--- src/rtl/reg_scoreboard_pkg.sv ---
// Shared pipeline constants, register-file kinds and the packed-slot helper used by the
// register-dependency scoreboard.
package reg_scoreboard_pkg;

  localparam int unsigned NumRegsDefault = 8;
  localparam int unsigned IdWDefault     = $clog2(NumRegsDefault);
  localparam int unsigned MaxVecW        = 64;

  typedef enum logic [1:0] {
    RfGpr,
    RfSeg,
    RfMm
  } regfile_e;

  // Extract slot `slot` of width `w` from a flattened ID vector (zero-extended to MaxVecW).
  function automatic int unsigned slot_id(input logic [MaxVecW-1:0] vec,
                                          input int unsigned         slot,
                                          input int unsigned         w);
    logic [MaxVecW-1:0] mask;
    mask = (MaxVecW'(1) << w) - MaxVecW'(1);
    return 32'((vec >> (slot * w)) & mask);
  endfunction

endpackage

--- src/rtl/reg_scoreboard_counter.sv ---
// Per-register outstanding-write counter: adds issued loads, subtracts retired ones,
// clears on reset/flush and saturates at both ends.
module sb_reg_counter #(
  parameter int unsigned CNT_W = 2,
  parameter int unsigned INC_W = 2,
  parameter int unsigned DEC_W = 2
) (
  input  logic             i_clk,
  input  logic             i_rst_n,
  input  logic             i_flush,
  input  logic [INC_W-1:0] i_inc,
  input  logic [DEC_W-1:0] i_dec,
  output logic [CNT_W-1:0] o_cnt
);

  localparam int unsigned SUM_W = CNT_W + INC_W + DEC_W;
  localparam logic [SUM_W-1:0] CntMax = SUM_W'({CNT_W{1'b1}});

  logic [CNT_W-1:0] r_cnt;
  logic [SUM_W-1:0] w_up;
  logic [SUM_W-1:0] w_net;
  logic             w_under;

  assign w_up    = SUM_W'(r_cnt) + SUM_W'(i_inc);
  assign w_under = w_up < SUM_W'(i_dec);
  assign w_net   = w_up - SUM_W'(i_dec);

  always_ff @(posedge i_clk) begin
    if (!i_rst_n || i_flush) begin
      r_cnt <= '0;
    end else if (w_under) begin
      r_cnt <= '0;
    end else if (w_net > CntMax) begin
      r_cnt <= '1;
    end else begin
      r_cnt <= CNT_W'(w_net);
    end
  end

  assign o_cnt = r_cnt;

  // Retiring more writes than are outstanding means the pipeline lost track of a load.
  a_no_underflow: assert property (@(posedge i_clk) disable iff (!i_rst_n || i_flush)
                                   !w_under);

endmodule

--- src/rtl/reg_scoreboard.sv ---
// Register-dependency scoreboard: per-register outstanding-write counters drive the RAW
// stall and overflow stall for the issuing stage.
module reg_scoreboard
  import reg_scoreboard_pkg::*;
#(
  parameter int unsigned NUM_REGS  = NumRegsDefault,
  parameter int unsigned ID_W      = IdWDefault,
  parameter int unsigned NUM_SRC   = 6,
  parameter int unsigned NUM_DST   = 2,
  parameter int unsigned NUM_WB    = 2,
  parameter int unsigned CNT_W     = 2,
  parameter int unsigned WB_BYPASS = 0
) (
  input  logic                    CLK,
  input  logic                    RST,
  input  logic                    FLUSH,
  input  logic                    STAGE_V,
  input  logic [NUM_SRC*ID_W-1:0] SRC_ID,
  input  logic [NUM_SRC-1:0]      SRC_NEEDED,
  input  logic [NUM_DST*ID_W-1:0] DST_ID,
  input  logic [NUM_DST-1:0]      DST_LD,
  input  logic [NUM_WB*ID_W-1:0]  WB_ID,
  input  logic [NUM_WB-1:0]       WB_LD,
  output logic                    DEP_STALL,
  output logic                    FULL_STALL,
  output logic                    ISSUE_FIRE,
  output logic [NUM_REGS-1:0]     PENDING,
  output logic                    BUSY
);

  localparam int unsigned DMW    = $clog2(NUM_DST + 1);
  localparam int unsigned WMW    = $clog2(NUM_WB + 1);
  localparam int          CntMax = (1 << CNT_W) - 1;

  logic [CNT_W-1:0]    w_cnt     [NUM_REGS];
  logic [DMW-1:0]      w_dmatch  [NUM_REGS];
  logic [DMW-1:0]      w_inc     [NUM_REGS];
  logic [WMW-1:0]      w_wbmatch [NUM_REGS];
  int                  w_rem     [NUM_REGS];
  logic [NUM_REGS-1:0] w_eff_pend;
  logic [NUM_REGS-1:0] w_over;
  logic                w_dep;

  // Duplicate IDs within one port group each contribute one count.
  always_comb begin
    for (int unsigned r = 0; r < NUM_REGS; r++) begin
      w_dmatch[r]  = '0;
      w_wbmatch[r] = '0;
      for (int unsigned d = 0; d < NUM_DST; d++) begin
        if (DST_LD[d] && slot_id(MaxVecW'(DST_ID), d, ID_W) == r) begin
          w_dmatch[r] = w_dmatch[r] + 1'b1;
        end
      end
      for (int unsigned w = 0; w < NUM_WB; w++) begin
        if (WB_LD[w] && slot_id(MaxVecW'(WB_ID), w, ID_W) == r) begin
          w_wbmatch[r] = w_wbmatch[r] + 1'b1;
        end
      end
    end
  end

  always_comb begin
    for (int unsigned r = 0; r < NUM_REGS; r++) begin
      w_rem[r]      = int'(w_cnt[r]) - int'(w_wbmatch[r]);
      w_eff_pend[r] = (WB_BYPASS != 0) ? (w_rem[r] != 0) : (w_cnt[r] != '0);
      w_over[r]     = (w_rem[r] + int'(w_dmatch[r])) > CntMax;
    end
  end

  always_comb begin
    w_dep = 1'b0;
    for (int unsigned i = 0; i < NUM_SRC; i++) begin
      if (SRC_NEEDED[i] && w_eff_pend[ID_W'(slot_id(MaxVecW'(SRC_ID), i, ID_W))]) begin
        w_dep = 1'b1;
      end
    end
  end

  assign DEP_STALL  = STAGE_V & w_dep;
  assign FULL_STALL = STAGE_V & (|w_over);
  assign ISSUE_FIRE = STAGE_V & ~DEP_STALL & ~FULL_STALL & ~FLUSH;

  always_comb begin
    for (int unsigned r = 0; r < NUM_REGS; r++) begin
      w_inc[r] = ISSUE_FIRE ? w_dmatch[r] : '0;
    end
  end

  for (genvar g = 0; g < NUM_REGS; g++) begin : g_cnt
    sb_reg_counter #(
      .CNT_W (CNT_W),
      .INC_W (DMW),
      .DEC_W (WMW)
    ) u_cnt (
      .i_clk   (CLK),
      .i_rst_n (RST),
      .i_flush (FLUSH),
      .i_inc   (w_inc[g]),
      .i_dec   (w_wbmatch[g]),
      .o_cnt   (w_cnt[g])
    );
    assign PENDING[g] = (w_cnt[g] != '0);
  end

  assign BUSY = |PENDING;

endmodule

--- config.mk ---
export PLATFORM = sky130hd
export DESIGN_NAME = reg_scoreboard
export DESIGN_NICKNAME = d
export VERILOG_FILES = /design/src/rtl/reg_scoreboard_pkg.sv /design/src/rtl/reg_scoreboard_counter.sv /design/src/rtl/reg_scoreboard.sv
export SDC_FILE = /design/constraint.sdc
export NUM_CORES = 1
export LEC_CHECK = 0
export CORE_AREA = 5 5 91 93
export DETAILED_ROUTE_END_ITERATION = 10
export DIE_AREA = 0 0 96 98
export PLACE_DENSITY = 0.66
export SYNTH_ARGS = -nofsm -noshare
export SYNTH_HDL_FRONTEND = slang
export SYNTH_HIERARCHICAL = 1
export SYNTH_SLANG_ARGS = --single-unit
--- constraint.sdc ---
create_clock -name CLK -period 5.4 [get_ports CLK]
set_input_delay 0.54 -clock CLK [delete_from_list [all_inputs] [get_ports CLK]]
set_output_delay 0.54 -clock CLK [all_outputs]
set_load 0.005 [all_outputs]
# == Word level (Yosys, flattened, before mapping) ==
# Cells that the tools add are included.
# Widths: inputs -> output; s select.
# word_totals
n_memories,0
mem_bits_rw,0
elab_cells,250
latch_bits,0
romBits,0
reg_bits,16
in_bits,44
out_inout_bits,12
# classes
muxes,66
n_shift,0
n_mul,0
eq_ne,28
n_lt_le_gt_ge,30
add_sub_neg,48
div_mod_pow,0
reduce_logical,62
bitwise_logic,8
# op_table
operator,n
$logic_not 32->1,4
$mux 2,32
$eq 3x3->1 const B,16
$gt 6x2->1 const B,8
$lt 6x2->1,8
$sub 6x2->6,8
$logic_and 1x1->1,38
$add 1x1->2 const B,16
$add 3x3->4,8
$gt 4x3->1 const B,8
$mux 1,28
$add 2x2->3,8
$eq 3x2->1 const B,8
$lt 3x4->1 const B,6
$sub 2x2->3,8
$bmux 1 s3,6
$reduce_bool 2->1,8
$reduce_or 2->1,8
$reduce_or 8->1,2
$eq 3x1->1 const B,4
$and 1x1->1,5
$not 1->1,3
$logic_not 1->1,1
$logic_or 1x1->1,1

# == Logic depth before layout (Yosys ltp) ==
# Gate-level depths: netlist of the first run.
# depth
depth_word,20
ltp_mapped,21
ltp_nobuf,20

# == Modules after synthesis ==
# The synthesis of the first run kept the hierarchy.
# by_module_without_submodules
mod,cells_each,n_inst,seq_area_each_um2,area_per_inst_um2
reg_scoreboard,240,1,0.0,1788.0
sb_reg_counter,18,8,40.0,178.9

# == Worst setup path before layout of the first run ==
# No wires, ideal clock.
# synth_path
kind,input to register
startpoint,input WB_ID[2]
endpoint,register g_cnt[2].u_cnt.r_cnt[0]
cell_stages,21
setup_time_ns,0.074
path_buffers,1
setup_slack_ns,0.686
t_arrival_ns,4.640
required_ns,5.326
cell_sequence,nand2b_1 -> nor3_1 -> ha_1 -> ha_1 -> inv_1 -> fa_1 -> ha_1 -> nand4b_1 -> nand4_1 -> nor3_1 -> nand4b_2 -> nor4_4 -> buf_6 -> and2_4 -> ha_1 -> fa_1 -> inv_1 -> fa_1 -> ha_1 -> or3b_1 -> a31oi_1
# synth_rtl
item,line,source
from (decl),reg_scoreboard.sv:22,"input logic [NUM_WB*ID_W-1:0] WB_ID,"
to (signal assigned),reg_scoreboard_counter.sv:36,r_cnt <= CNT_W'(w_net);
to (decl),reg_scoreboard_counter.sv:19,logic [CNT_W-1:0] r_cnt;

==> results.yml, run 1 <==
logic_synthesis:
  synth_nets: 516
  yosys-mux-area-fraction: 0.0222
  ys_types: 42
  synth_top_family_by_area: "adder cells"
  synth-edff-count: 0
  synth_largest_area_cell: "ha_1"
  synthArstFlopShare: 0
  synth_compound_area_frac: 0.118
  ys_ff_latch: 16
  synth.area.top_cells: "ha_1 25%, fa_1 15%, dfxtp_1 9.9%"
  syn_area_um2: 3220
  yosysSeqAreaShare: 0.0995
  syn_avg_cell_area_um2: 8.38
  yosys.area.top_type_share: 0.249
  synthCells: 384
  yosysWarnings: 6
  yosys.area_share.simple: 0.265
  synthAdderAreaFrac: 0.398
  synth_xor_area_frac: 0
  synth-main-ff-cell: "dfxtp_1"
setup_path:
  worst_ep_arrival_time_ns: 5.33
  crit_buf_inv: 5
  slowest_stage: "fa_1"
  cp.required_ns: 5.57
  cpPeakStageDelay_ns: 0.57
  crit_fanout: 8
  end_kind: "register"
  worstSetupPathType: "in -> reg"
  cp-start-kind: "primary input"
  cp_common_cell: "ha_1"
  crit_path_cell_trace: "clkdlybuf4s50_1 -> nand2b_4 -> nor2_1 -> ha_1 -> ha_1 -> inv_1 -> fa_1 -> ha_1 -> nand4b_1 -> nand4_1 -> nor3_2 -> nand4b_2 -> nor4_4 -> buf_4 -> clkbuf_16 -> and2_2 -> fa_1 -> inv_1 -> fa_1 -> ha_1 -> or3b_1 -> a31oi_1"
  crit_family: "adder cells"
sta:
  worst_hold_slack_ns: 0.877
  setup_violations: 0
  hold_violations: 0
  timing.fmax_mhz: 194
  layout_min_cycle_time_ns: 5.15
  report.final.slew_viol_count: 0
  slew_headroom: 0.702
  tightest_slew_ns: 0.446
  finalCritPeriodShare: 0.954
  skew_ns: 0.00320
pwr:
  p_per_area_nw_per_um2: 126
  power_leakage_nw: 1.87
  vdd_drop_max_mv: 0.0716
detailed_routing:
  route.detailed.drc: 0
  first_iter_violations: 111
  firstDrtPassIters: 4
  postRouteAntennaNets: 0
  routed_wl_mm: 8.55
  avgRoutedWirePerCell_um: 15.6
  vias: 2967
  via_per_inst: 5.41
floorplan:
  die_x_um: 96
  rows: 32
  die_h_um: 98
  core-area_um2: 7450
  start_util: 0.432
  ioPinCount: 56
  dieArea_um2: 9410
cells_and_area:
  final_util: 0.547
  seq_area_um2: 320
  multi_input_area_um2: 2650
  synthToLayoutAreaGrowth_pct: 26.6
  largest_register_ffs: 16
  fillCellCount: 725
  drive_gt1_frac: 0.112
  fin_nets: 580
  diodes: 0
cts:
  clk-insertion-delay-late_ns: 0.25
  clk_path_buf_depth: 2
  clock-sinks: 16
  cts_tree: "built"
  htree_num_levels: 1
  path_clk_slew_ns: 0.07
  numCtsBuffers: 3
  root_buffer: "clkbuf_8"
run:
  drv_cap: 0
global_routing:
  globalRoute.totalOverflow: 0
  antenna_found_initial: 0
  grt_usage: 0.187
  grt_pass1_vias: 3017
  grt_pass1_wl_mm: 14.0
  grt_start_max_net_pins: 18
placed_design:
  globalplace.congestion: 0.893
  hpwl_mm: 7.25
  portBuffers: 55
status:
  status: "completed"
worst_hold_path:
  worstHoldPathType: "reg -> reg"
## kinds of logic after synthesis
kind of cell    Yosys count
simple gates            139
fa+ha+maj                88
buf+inv                  81
compound gates           57
flops                    16
mux                       3
## synthesized netlist by cell type (5+ instances only)
cell and count:
inv_1 79, and2_4 9, nand2_1 11, a31oi_1 19, o21ai_0 10, nor2_1 34
or3b_1 8, a21oi_1 9, and2_2 7, nor3_1 16, ha_1 64, nand2b_1 13
nand3_1 5, nand4b_1 10, dfxtp_1 16, nand4_1 7, fa_1 24
## final cells by class
type / instances / area share
clock buffer: 3 / 0.0101
inverter: 79 / 0.0727
multi-input combinational: 287 / 0.651
sequential: 16 / 0.0786
tap: 102 / 0.0313
timing repair buffer: 61 / 0.157
## where the power goes
group	leakage [nW]	switching, mW	internal, mW
Combinational	1.71	0.132	0.140
Sequential	0.131	0.0190	0.128
Clock	0.0216	0.0463	0.0496
Total	1.87	0.197	0.318
## per-layer routing
metal / up-vias / routed length, um / track usage / share of wire
li1: 1467 / - / - / -
met1: 1393 / 3740 / 0.240 / 0.44
met2: 92 / 4010 / 0.326 / 0.47
met3: 15 / 619 / 0.0239 / 0.072
met4: 0 / 172 / 0.0503 / 0.020
met5: - / 0 / 0 / 0
## metrics by stage
step	std cells	cell area, um^2	total power [mW]	TNS, ns	setup slack, ns
6_report	548	4080	0.515	0	0.246
5_1_grt	548	4080	0.560	-0.00160	-0.00160
4_1_cts	545	3960	0.511	0	0.0504
3_5_place_dp	542	3920	0.413	-1.95	-0.199
3_3_place_gp	542	3920	0.407	-0.266	-0.0841
2_1_floorplan	384	3220	0.293	0	0.686
## worst min-delay path: cells and delay by family (launching register included)
family	cells	cell delay (ns)
buf+inv	1	0.05
compound gates	1	0.06
flops	1	0.33
fa+ha+maj	2	0.39
## path summary, 6_finish.rpt
check	depth (start not counted)	start	end	slack, ns
setup / recovery	22	WB_ID[2]	g_cnt[2].u_cnt/o_cnt[0]	0.25
hold / removal	4	g_cnt[7].u_cnt/o_cnt[0]	g_cnt[7].u_cnt/o_cnt[0]	0.88
setup reg to reg	19	g_cnt[0].u_cnt/o_cnt[0]	g_cnt[2].u_cnt/o_cnt[0]	1.04
hold reg to reg	4	g_cnt[7].u_cnt/o_cnt[0]	g_cnt[7].u_cnt/o_cnt[0]	0.88
## cell usage in the layout (no fill, tap or decap), types with 3 or more instances in the layout
cell type	instances
buf_4	4
a311oi_1	3
nor2_2	5
nand3_1	5
dlymetal6s2s_1	5
nand4b_1	10
fa_1	24
nand3b_1	4
nand4_1	7
a31oi_1	19
ha_1	64
nand2b_1	10
nor2_4	3
inv_1	79
o21ai_0	10
and2_4	9
and2_2	7
nor3_2	3
nor3_1	12
clkbuf_8	3
clkdlybuf4s50_1	50
o2111ai_1	3
or3b_1	8
a21oi_1	9
dfxtp_1	16
nand2_1	10
nor2_1	32
## what timing repair did
item	in CTS	in global routing
setup endpoints to repair	0	16
gates resized for setup	0	20
endpoints found under the hold margin	0	0
setup buffers	0	2
hold buffers	0	0
Power figures use the tool's default switching activity.
==> run 2, diff against run 1 <==
--- a/config.mk
+++ b/config.mk
@@ -5,11 +5,13 @@
 export SDC_FILE = /design/constraint.sdc
 export NUM_CORES = 1
 export LEC_CHECK = 0
-export CORE_AREA = 5 5 91 93
+export ABC_AREA = 1
+export CORE_AREA = 5 5 94 96
 export DETAILED_ROUTE_END_ITERATION = 10
-export DIE_AREA = 0 0 96 98
+export DIE_AREA = 0 0 99 101
 export PLACE_DENSITY = 0.66
 export SYNTH_ARGS = -nofsm -noshare
 export SYNTH_HDL_FRONTEND = slang
 export SYNTH_HIERARCHICAL = 1
 export SYNTH_SLANG_ARGS = --single-unit
+export TNS_END_PERCENT = 20
==> results.yml, run 2 <==
detailed_routing:
  route.detailed.drc: 0
  routed_wl_mm: 8.44
  postRouteAntennaNets: 0
  firstDrtPassIters: 5
  avgRoutedWirePerCell_um: 12.3
  via_per_inst: 4.70
  vias: 3221
  first_iter_violations: 164
floorplan:
  rows: 33
  start_util: 0.435
  die_h_um: 101
  ioPinCount: 56
  core-area_um2: 7970
  dieArea_um2: 10000
  die_x_um: 99
cts:
  root_buffer: "clkbuf_8"
  cts_setup_buffers: 0
  cts_tree: "built"
  path_clk_slew_ns: 0.07
  numCtsBuffers: 3
  clk-insertion-delay-late_ns: 0.26
  htree_num_levels: 1
  clk_path_buf_depth: 2
  post_cts_resized: 0
  holdBufCountCts: 0
  clock-sinks: 16
global_routing:
  grt_pass1_wl_mm: 14.7
  grt_usage: 0.180
  grt_start_max_net_pins: 18
  grt_pass1_vias: 3265
  globalRoute.totalOverflow: 0
  antenna_found_initial: 0
logic_synthesis:
  synthArstFlopShare: 0
  yosys-top-cells-count: "142 x inv_1, 121 x nand2_1, 64 x ha_1, 57 x nor2_1, 52 x nand3_1"
  synthCells: 523
  synth-main-ff-cell: "dfxtp_1"
  ys_types: 20
  synth_nets: 655
  synth_largest_area_cell: "ha_1"
  yosys.area.top_type_share: 0.231
  syn_avg_cell_area_um2: 6.63
  syn_area_um2: 3470
  yosysSeqAreaShare: 0.0924
  synth.most_common_cell: "inv_1"
  synth-edff-count: 0
  ys_ff_latch: 16
  synth.area.top_cells: "ha_1 23%, inv_1 15%, fa_1 14%"
  yosysWarnings: 6
sta:
  layout_min_cycle_time_ns: 4.92
  report.final.slew_viol_count: 0
  tns_ns: 0
  setup_violations: 0
  tightest_slew_ns: 0.369
  hold_violations: 0
  timing.fmax_mhz: 203
  rsz0062_at_grt: "no"
  finalCritPeriodShare: 0.911
  slew_headroom: 0.753
  skew_ns: 0.00227
cells_and_area:
  largest_register_ffs: 16
  layout_common_cells: "142 x inv_1, 121 x nand2_1, 64 x ha_1"
  fillCellCount: 780
  final_util: 0.525
  final_common_cell: "inv_1"
  drive_gt1_frac: 0.0568
  stdcell_count: 686
  synthToLayoutAreaGrowth_pct: 20.8
  diodes: 0
  fin_nets: 715
setup_path:
  crit_path_cell_trace: "clkdlybuf4s50_1 -> nand2_1 -> nor2_1 -> ha_1 -> ha_1 -> inv_1 -> fa_1 -> ha_1 -> a31oi_1 -> o21ai_0 -> nor2_1 -> nand2_1 -> nor2_1 -> nand3_4 -> nor2_1 -> ha_1 -> fa_1 -> inv_1 -> fa_1 -> ha_1 -> nand3_1 -> nand2_1 -> inv_1"
  cp-start-kind: "primary input"
  crit_start: "WB_LD[0]"
  cp_common_cell: "ha_1"
  slowest_stage: "fa_1"
  end_kind: "register"
  crit_fanout: 17
  crit_buf_inv: 4
  cpPeakStageDelay_ns: 0.51
  worstSetupPathType: "in -> reg"
  worst_ep_arrival_time_ns: 5.09
  r2r-start: "g_cnt[1].u_cnt/o_cnt[0]"
  cp.required_ns: 5.57
  crit_family: "adder cells"
pwr:
  vdd_drop_max_mv: 0.0744
  power_leakage_nw: 2.30
  p_per_area_nw_per_um2: 128
placed_design:
  globalplace.congestion: 0.869
  dpl.cell_count: 683
  hpwl_mm: 7.34
  portBuffers: 55
worst_hold_path:
  min_from: "g_cnt[0].u_cnt/o_cnt[0]"
  worstHoldPathType: "reg -> reg"
run:
  drv_cap: 0
status:
  status: "completed"
==> run 2: kinds of logic (layout without fill, tap and decap cells) <==
| group | count (synthesis) | after routing | share of synthesized area |
|---|---|---|---|
| adders and majority gates | 88 | 88 | 0.370 |
| AOI/OAI and AO/OA | 10 | 10 | 0.0155 |
| buffers and inverters | 143 | 201 | 0.157 |
| DFF | 16 | 16 | 0.0924 |
| and+or+nand+nor | 266 | 266 | 0.365 |
==> run 2: area by class of cell <==
type	count	area [um^2]	area share
multi-input combinational	364	2600	0.622
timing repair buffer	56	558	0.133
inverter	142	533	0.127
sequential	16	320	0.0765
tap	105	131	0.0314
clock buffer	3	41.3	0.00987
==> run 2: metrics by stage <==
step | setup WS, ns | power (mW) | hold WS (ns) | area [um^2]
CTS | 0.452 | 0.541 | 0.983 | 4190
detailed placement | 0.168 | 0.438 | 0.971 | 4140
global route | 0.138 | 0.586 | 1.03 | 4190
global placement | 0.283 | 0.430 | 0.965 | 4140
finish | 0.481 | 0.535 | 0.976 | 4190
floorplan | 1.13 | 0.322 | 0.692 | 3470
==> run 2: worst reg2reg max path, delay by kind of cell (launching register included) <==
family | cells | cell delay, ns
flops | 1 | 0.41
compound gates | 2 | 0.32
buf+inv | 4 | 0.21
fa+ha+maj | 7 | 2.31
simple gates | 7 | 0.68
==> run 2: final timing paths <==
check | endpoint | slack [ns] | cells after the start
min reg2reg | g_cnt[0].u_cnt/o_cnt[0] | 0.98 | 6
max | g_cnt[0].u_cnt/o_cnt[1] | 0.48 | 23
min | g_cnt[0].u_cnt/o_cnt[0] | 0.98 | 6
max reg2reg | g_cnt[0].u_cnt/o_cnt[1] | 1.38 | 20
==> run 2: layer usage <==
metal | GRT usage | part of all wire | vias to the layer above
met3 | 0.0249 | 0.053 | 6
met1 | 0.224 | 0.47 | 1438
li1 | - | - | 1702
met2 | 0.330 | 0.47 | 75
met5 | 0 | 0 | -
met4 | 0.0389 | 0.0072 | 0
==> run 2: report_power, final <==
group	internal (mW)	leakage, nW	switching [mW]	total, mW
clock network	0.0498	0.0216	0.0497	0.0995
logic	0.137	2.15	0.155	0.292
registers	0.128	0.131	0.0157	0.143
total	0.314	2.30	0.220	0.535
==> run 3, diff against run 2 <==
--- a/config.mk
+++ b/config.mk
@@ -9,7 +9,9 @@
 export CORE_AREA = 5 5 94 96
 export DETAILED_ROUTE_END_ITERATION = 10
 export DIE_AREA = 0 0 99 101
-export PLACE_DENSITY = 0.66
+export DONT_BUFFER_PORTS = 1
+export GPL_TIMING_DRIVEN = 0
+export PLACE_DENSITY = 0.57
 export SYNTH_ARGS = -nofsm -noshare
 export SYNTH_HDL_FRONTEND = slang
 export SYNTH_HIERARCHICAL = 1
==> results.yml, run 3 (synthesized netlist as in run 2, its figures left out) <==
status:
  status: "completed"
cts:
  post_cts_resized: 0
  cts_tree: "built"
  clock-sinks: 16
  root_buffer: "clkbuf_8"
  path_clk_slew_ns: 0.07
  cts_setup_buffers: 0
  htree_num_levels: 1
  holdBufCountCts: 0
  clk_path_buf_depth: 2
  numCtsBuffers: 3
  clk-insertion-delay-late_ns: 0.26
detailed_routing:
  postRouteAntennaNets: 0
  routed_wl_mm: 8.25
  route.detailed.drc: 0
  via_per_inst: 4.75
  vias: 2999
  first_iter_violations: 104
  firstDrtPassIters: 5
  avgRoutedWirePerCell_um: 13.1
sta:
  layout_min_cycle_time_ns: 4.55
  slew_headroom: 0.802
  rsz0062_at_grt: "no"
  timing.fmax_mhz: 220
  skew_ns: 0.00556
  report.final.slew_viol_count: 0
  setup_violations: 0
  fin_ws_ns: 0.853
  hold_violations: 0
  tightest_slew_ns: 0.296
  tns_ns: 0
  finalCritPeriodShare: 0.842
pwr:
  vdd_drop_max_mv: 0.0771
  p_per_area_nw_per_um2: 133
  p_sw_mw: 0.203
  switching_share: 0.419
  power_leakage_nw: 2.10
  power_frac_seq: 0.295
  comb_power_share: 0.467
  p_clk_frac: 0.238
  p_int_mw: 0.282
setup_path:
  worst_ep_arrival_time_ns: 4.75
  worstSetupPathType: "in -> reg"
  crit_start: "WB_ID[2]"
  end_kind: "register"
  cp.required_ns: 5.61
  r2r-start: "g_cnt[1].u_cnt/o_cnt[0]"
  cp-start-kind: "primary input"
  r2r_setup_slack_ns: 1.22
  crit_fanout: 10
global_routing:
  grt_start_max_net_pins: 11
  antenna_found_initial: 0
  grt_pass1_wl_mm: 14.1
  grt_pass1_vias: 3061
  globalRoute.totalOverflow: 0
  grt_usage: 0.176
placed_design:
  globalplace.congestion: 0.793
  post-place-ws_ns: 0.569
  hpwl_mm: 7.00
  portBuffers: 0
cells_and_area:
  largest_register_ffs: 16
  drive_gt1_frac: 0.0645
  fin_nets: 660
  synthToLayoutAreaGrowth_pct: 5.38
  layout_common_cells: "142 x inv_1, 121 x nand2_1, 64 x ha_1"
  fillCellCount: 845
  final_common_cell: "inv_1"
  diodes: 0
floorplan:
  core-area_um2: 7970
  die_x_um: 99
  ioPinCount: 56
  rows: 33
  die_h_um: 101
  dieArea_um2: 10000
  start_util: 0.435
worst_hold_path:
  min_from: "FLUSH"
  worstHoldPathType: "in -> reg"
run:
  drv_cap: 0
## run 3: cell types whose count changed in the layout (fill, tap and decap cells not counted), sizes merged
cell,before,now
clkbuf,3,4
clkdlybuf4s50,55,0
## run 3: through the flow
stage | area (um^2) | instances | hold WS (ns) | util | power, mW
after global placement | 3600 | 628 | 0.700 | 0.451 | 0.369
final | 3650 | 632 | 0.429 | 0.458 | 0.486
after floorplan | 3470 | 523 | 0.692 | - | 0.322
after CTS | 3650 | 632 | 0.420 | 0.458 | 0.493
after detailed placement | 3600 | 628 | 0.702 | 0.451 | 0.375
after global routing | 3650 | 632 | 0.431 | 0.458 | 0.538
## run 3: critical path, stage by stage
cell	delay, ns
inv_1	0.03
nand2_1	0.10
nor2_1	0.15
ha_1	0.26
ha_1	0.19
inv_1	0.06
fa_1	0.41
ha_1	0.28
a31oi_1	0.08
o21ai_0	0.23
nor2_1	0.07
nand2_1	0.12
nor2_1	0.08
nand3_4	0.16
buf_6	0.21
nor2_2	0.05
ha_1	0.20
fa_1	0.53
inv_1	0.07
fa_1	0.39
ha_1	0.20
nor3b_2	0.21
nand2_1	0.08
inv_1	0.05
## run 3: layout make-up
cell class,count,area (um^2),area share
clock buffer,4,55.1,0.0151
sequential,16,320,0.0877
multi-input combinational,364,2600,0.712
tap,105,131,0.0360
inverter,142,533,0.146
buffer,1,11.3,0.00308
## run 3: layer usage
layer  GRT usage  wire length (um)  vias up  part of all wire
li1            -                 -     1581                 -
met3      0.0263               458       10             0.056
met1       0.224              3870     1347              0.47
met2       0.303              3790       61              0.46
met5           0                 0        -                 0
met4      0.0588               127        0             0.015
## run 3: power by group through the flow
stage | clock [mW] | sequential, mW | combinational [mW]
after floorplan | 0 | 0.144 | 0.178
after global placement | 0 | 0.146 | 0.222
after detailed placement | 0 | 0.147 | 0.228
after CTS | 0.120 | 0.144 | 0.230
after global routing | 0.123 | 0.145 | 0.269
final | 0.115 | 0.143 | 0.227
## run 3: worst paths after layout
kind,end,cells after the start
max,g_cnt[4].u_cnt/o_cnt[0],24
min,g_cnt[0].u_cnt/o_cnt[0],3
max reg2reg,g_cnt[4].u_cnt/o_cnt[0],21
min reg2reg,g_cnt[7].u_cnt/o_cnt[0],6
